==> src/rtl/accum_int_ctrl.sv <==
// accum_int_ctrl
//   Consumer end of the time base's ACCUM_INT / TIC pulses. Gathers per-channel
//   accumulator dump pulses between accum_enable strobes and presents a status
//   snapshot to the CPU. It raises a sticky interrupt and timestamps each
//   snapshot with tic_count. It also counts snapshots that were overwritten
//   before the CPU read them.
//
// Ports
//   clk           system clock (40 MHz sample domain)
//   rst           asynchronous, active-high reset
//   accum_enable  1-cycle ACCUM_INT strobe from the time base
//   tic_enable    1-cycle TIC strobe from the time base
//   tic_count     live TIC down-counter value [TS_W]
//   dump          per-channel 1-cycle accumulator dump pulses [NUM_CH]
//   status_rd     1-cycle CPU read / acknowledge strobe
//   accum_int     interrupt request, level, sticky until status_rd
//   status        channels that dumped in the snapshot interval(s) [NUM_CH]
//   tic_flag      a TIC occurred since the last status_rd
//   snap_time     tic_count captured at the latest snapshot [TS_W]
//   ovr_count     saturating count of unread snapshots overwritten [OVR_W]
module accum_int_ctrl #(
   parameter int NUM_CH = 12,
   parameter int TS_W   = 24,
   parameter int OVR_W  = 8
) (
   input  logic              clk,
   input  logic              rst,
   input  logic              accum_enable,
   input  logic              tic_enable,
   input  logic [TS_W-1:0]   tic_count,
   input  logic [NUM_CH-1:0] dump,
   input  logic              status_rd,
   output logic              accum_int,
   output logic [NUM_CH-1:0] status,
   output logic              tic_flag,
   output logic [TS_W-1:0]   snap_time,
   output logic [OVR_W-1:0]  ovr_count
);

   typedef enum logic {
      ST_IDLE = 1'b0,
      ST_WAIT = 1'b1
   } state_t;

   state_t            state, state_n;
   logic [NUM_CH-1:0] pending, pending_n;
   logic [NUM_CH-1:0] snap;
   logic [NUM_CH-1:0] status_n;
   logic [TS_W-1:0]   snap_time_n;
   logic [OVR_W-1:0]  ovr_count_n;
   logic              tic_flag_n;

   // Increment that sticks at all-ones instead of wrapping.
   function automatic logic [OVR_W-1:0] sat_inc(input logic [OVR_W-1:0] v);
      return (&v) ? v : v + 1'b1;
   endfunction

   // A dump arriving in the same cycle as accum_enable belongs to the snapshot
   // being taken, so it is folded in here rather than left in pending.
   assign snap = pending | dump;

   always_comb begin
      state_n     = state;
      status_n    = status;
      snap_time_n = snap_time;
      ovr_count_n = ovr_count;
      pending_n   = accum_enable ? '0 : (pending | dump);
      // Set wins over clear when both strobes coincide.
      tic_flag_n  = tic_enable ? 1'b1 : (status_rd ? 1'b0 : tic_flag);

      unique case (state)
         ST_IDLE: begin
            if (accum_enable) begin
               state_n     = ST_WAIT;
               status_n    = snap;
               snap_time_n = tic_count;
            end
         end
         ST_WAIT: begin
            if (accum_enable && status_rd) begin
               // The read consumes the old snapshot; the new one replaces it
               // outright and is not an overrun.
               status_n    = snap;
               snap_time_n = tic_count;
            end else if (accum_enable) begin
               status_n    = status | snap;
               snap_time_n = tic_count;
               ovr_count_n = sat_inc(ovr_count);
            end else if (status_rd) begin
               state_n  = ST_IDLE;
               status_n = '0;
            end
         end
         default: state_n = ST_IDLE;
      endcase
   end

   // ---- register stage: all outputs registered, one clk after the strobe ----
   always_ff @(posedge clk or posedge rst) begin
      if (rst) begin
         state     <= ST_IDLE;
         pending   <= '0;
         status    <= '0;
         snap_time <= '0;
         ovr_count <= '0;
         tic_flag  <= 1'b0;
      end else begin
         state     <= state_n;
         pending   <= pending_n;
         status    <= status_n;
         snap_time <= snap_time_n;
         ovr_count <= ovr_count_n;
         tic_flag  <= tic_flag_n;
      end
   end

   assign accum_int = (state == ST_WAIT);

endmodule
==> config.mk <==
export PLATFORM = sky130hd
export DESIGN_NAME = accum_int_ctrl
export DESIGN_NICKNAME = d
export VERILOG_FILES = /design/src/rtl/accum_int_ctrl.sv
export SDC_FILE = /design/constraint.sdc
export NUM_CORES = 1
export LEC_CHECK = 0
export CAP_MARGIN = 20
export CORE_MARGIN = 1
export CORE_UTILIZATION = 45
export CTS_BUF_LIST = sky130_fd_sc_hd__clkbuf_8
export CTS_CLUSTER_DIAMETER = 30
export DETAILED_ROUTE_END_ITERATION = 10
export MAX_ROUTING_LAYER = met4
export PLACE_DENSITY = 0.82
export SLEW_MARGIN = 10
export SYNTH_ARGS = -nofsm -noshare
export SYNTH_HDL_FRONTEND = slang
export SYNTH_SLANG_ARGS = --single-unit
==> constraint.sdc <==
create_clock -name clk -period 1.7 [get_ports clk]
set_input_delay 0.17 -clock clk [delete_from_list [all_inputs] [get_ports clk]]
set_output_delay 0.17 -clock clk [all_outputs]
set_load 0.005 [all_outputs]
# Word-level counts from Yosys, hierarchy flattened
# Cells that the tools add are included.
dict set report totals {
  regBits 58
  wordCells 35
  inputBits 41
  out_inout_bits 46
}
dict set report op_classes {
  eq_ne 2
  add_sub_neg 1
  bitwise 5
  muxes 16
  n_reduce_logical 5
}
# operator n
set ops {}
lappend ops {{$mux W12} 5}
lappend ops {{$mux W24} 2}
lappend ops {{$pmux W24 S2} 1}
lappend ops {{$or A12 B12 Y12} 2}
lappend ops {{$pmux W12 S2} 1}
lappend ops {{$add A8 B1 Y8 const B} 1}
lappend ops {{$reduce_and A8 Y1} 1}
lappend ops {{$mux W1} 6}
lappend ops {{$ne A4 B3 Y1 const B} 1}
lappend ops {{$reduce_and A4 Y1} 1}
lappend ops {{$not A1 Y1} 3}
lappend ops {{$ne A2 B2 Y1 const B} 1}
lappend ops {{$pmux W1 S2} 1}
lappend ops {{$reduce_and A2 Y1} 1}
lappend ops {{$reduce_bool A2 Y1} 1}
lappend ops {{$logic_and A1 B1 Y1} 1}

# Depth between registers and ports, before layout
dict set report logic_depth {
  ltp_word 5
  depth_mapped 5
  mapped_depth_nobuf 4
}

# Least setup slack after synthesis
# No wires, ideal clock.
dict set report synth_path {
  path_type {flip-flop to flip-flop}
  from {reg ovr_count[0]}
  to {reg ovr_count[1]}
  path_slack_ns 0.306
  setup_time_ns 0.125
  stages_incl_launch_ff 5
  path_buffers 0
  t_arrival_ns 1.270
  t_required_ns 1.575
  path_cell_list {dfrtp_1 -> ha_1 -> nand3_1 -> o21ai_1 -> mux2_2}
}
dict set report synth_between {
  elab_chain_cells 3
  elab_cells_between_ends 4
  classes_between {add/sub: 1; bitwise: 1; reduce/logical: 2}
}
# element line_no
set synth_rtl {}
lappend synth_rtl {{from (decl)} 37} ;# output logic [OVR_W-1:0] ovr_count
lappend synth_rtl {{from (signal assigned)} 112} ;# ovr_count <= ovr_count_n;
lappend synth_rtl {{branches (longest 3 deep; another with $add A8 B1 Y8)} -}
# Several ways; the timed one is not identified.
# A chain may end at the register's enable or synchronous reset.

# Final worst setup path
# Same ends and word-level chain as after synthesis.

==> qor.csv <==
metric;value;unit
outcome;complete, no violations;
Max Clock Skew;0.00959;ns
First-pass DRT Iterations;4;
hold_ws;0.204;ns
n_diodes;0;
Yosys Warn Count;0;
Synth Area per Inst;12.3;sq um
site row count;25;
Mapped Area;2270;sq um
Clock Tree Buf Depth;2;
CP Class;flop to flop;
CTS clk-pin slew, worst paths;0.06;ns
Clock Tree Root;clkbuf_8;
period utilization;0.902;
CP Capture Type;flop;
initial antenna violation count;0;
top cell type's share of synthesized area;0.640;
Async S/R FF share, synth;1.00;
clock insertion delay at the later pin of the skew report;0.34;ns
worst hold-check path type;primary input to async pin;
fillers;361;
Die H;73;um
GRT Total Usage;0.197;
Max Slew Vio Count;0;
WL final;4580;um
Iteration-0 DRC Markers;72;
number of global-route vias before repair;1623;
Setup violations, final;0;
pin count of the biggest net entering global routing;59;
Post-DP HPWL;3110;um
Final min period;1.53;ns
Synth Flop Type;dfrtp_1;
Seq/Total Area, Yosys;0.640;
unrepaired setup endpoints after global routing;no;
P_leak;1.52;nW
first-pass GRT wire length;7530;um
gpl congestion;0.821;
vias;1689;
max incr delay on CP;0.41;ns
Post-CTS Resized;0;
top cells by area, synth;dfrtp_1, mux2_2, nand2_1;
Worst Setup Slack, final;0.166;ns
H-Tree Depth;3;
setup TNS;0;ns
die area;5330;sq um
total gr overflow;0;
max_cap viols;0;
Slowest cell on crit path;dfrtp_1;
pre-CTS setup slack;0.132;ns
Distinct cells, synth;29;
cts bufs inserted;9;
DRC Markers;0;
WP buf/inv;0;
Initial Utilization;0.474;
Post-synth EDFFs;0;
crit path max fanout;5;
CTS tree;built;
cell taking the most area after synthesis;dfrtp_1;
worst-path cell chain;ha_1 > nand3_1 > o21ai_1 > mux2_2;
Finished Cell Area;3440;sq um
drt wl/cell;13.0;um
Mapped Cells;185;
antenna-violating nets left;0;
pwr dens;1130;nW/um^2
IO Count;87;
measured slew at the worst slew-check pin;0.296;ns
Fmax;652;MHz
CP top delay family;flip-flops;
Yosys reg bits;58;
Via density;4.80;
Worst EP required;1.92;ns
Critical Path AT;1.75;ns
Total Nets Final;322;
PortBufs;86;
CP Launch Type;flop;
Die W;73;um
post-CTS setup buffer count;0;
max_slew headroom;0.802;
final hold vios;0;
synth-to-layout area growth;51.5;%
layout cells sized above 1;0.179;
hold_buf cts;0;
Synthesized Nets;227;
CTS sink cnt;58;
core area;4790;sq um
Post-Place Cell Area;3220;sq um
maximum VDD drop;0.724;mV
logic make-up (layout without fill, tap and decap cells):
kind of cell / Yosys count / in the layout / synth area share
multiplexers: 29 / 29 / 0.145
buffers and inverters: 11 / 111 / 0.0243
AO/OA/AOI/OAI: 21 / 21 / 0.0507
adder cells (fa/ha/maj): 1 / 1 / 0.00551
flip-flops: 58 / 58 / 0.640
XOR/XNOR: 2 / 2 / 0.00772
AND/OR/NAND/NOR: 63 / 63 / 0.127
final timing paths:
kind / startpoint / end / slack, ns / cells after the start
worst max-delay path: ovr_count[0] / ovr_count[1] / 0.17 / 4
worst min-delay path: rst / async pin / 0.20 / 3
worst max register to register: ovr_count[0] / ovr_count[1] / 0.17 / 4
worst min register to register: status[11] / status[11] / 0.47 / 2
max in group asynchronous: rst / async pin / 1.25 / 3
min in group clk: accum_enable / accum_int / 0.25 / 2
tightest hold or removal path: stages:
cell and delay, ns:
clkdlybuf4s50_1 0.41, inv_2 0.07, buf_12 0.28
power breakdown:
group / internal [W] / switching, W / total, W
registers: 0.00156 / 0.000158 / 0.00172
logic: 0.000518 / 0.000261 / 0.000779
clock network: 0.000854 / 0.000531 / 0.00138
total: 0.00293 / 0.000949 / 0.00388
synthesized netlist by cell type, drive strengths merged, types with 2 or more instances:
master  instances
dfrtp          58
mux2           27
nand2          25
nor2           25
o21ai          14
buf             6
inv             4
a21oi           3
a21o            2
and3            2
mux2i           2
nand3           2
nand4           2
xnor2           2
placed cells by master (no fill, tap or decap), types with 2 or more instances in the layout:
cell type	synthesis	layout
clkdlybuf4s50_1	0	85
dfrtp_1	58	58
mux2_2	26	26
nor2_1	25	25
nand2_1	25	25
o21ai_0	13	13
clkbuf_8	0	10
inv_1	4	4
buf_4	0	4
a21oi_1	3	3
nand3_1	2	2
xnor2_1	2	2
and3_1	2	2
mux2i_1	2	2
a21o_1	2	2
bufinv_16	0	2
clkinv_2	0	2
per-layer routing:
layer	vias up	part of all wire	global-route usage
met2	57	0.49	0.298
met5	-	0	-
met4	0	0.020	0.0980
met3	7	0.053	0.0483
met1	807	0.43	0.246
li1	818	-	-
cell type report:
type,instances,area (sq um),share of cell area
Sequential cell,58,1450,0.422
Timing Repair Buffer,91,906,0.264
Multi-Input combinational cell,116,762,0.222
Clock buffer,10,138,0.0400
Tap cell,67,83.8,0.0244
Clock inverter,6,81.3,0.0237
Inverter,4,15.0,0.00437
stage by stage:
step / util / total power, W / std cells
final: 0.718 / 0.00388 / 352
after detailed placement: 0.672 / 0.00253 / 336
after CTS: 0.718 / 0.00393 / 352
after global placement: 0.672 / 0.00251 / 336
after floorplan: - / 0.00203 / 185
after global routing: 0.718 / 0.00407 / 352
No activity file was read; power rests on OpenSTA's default activity.
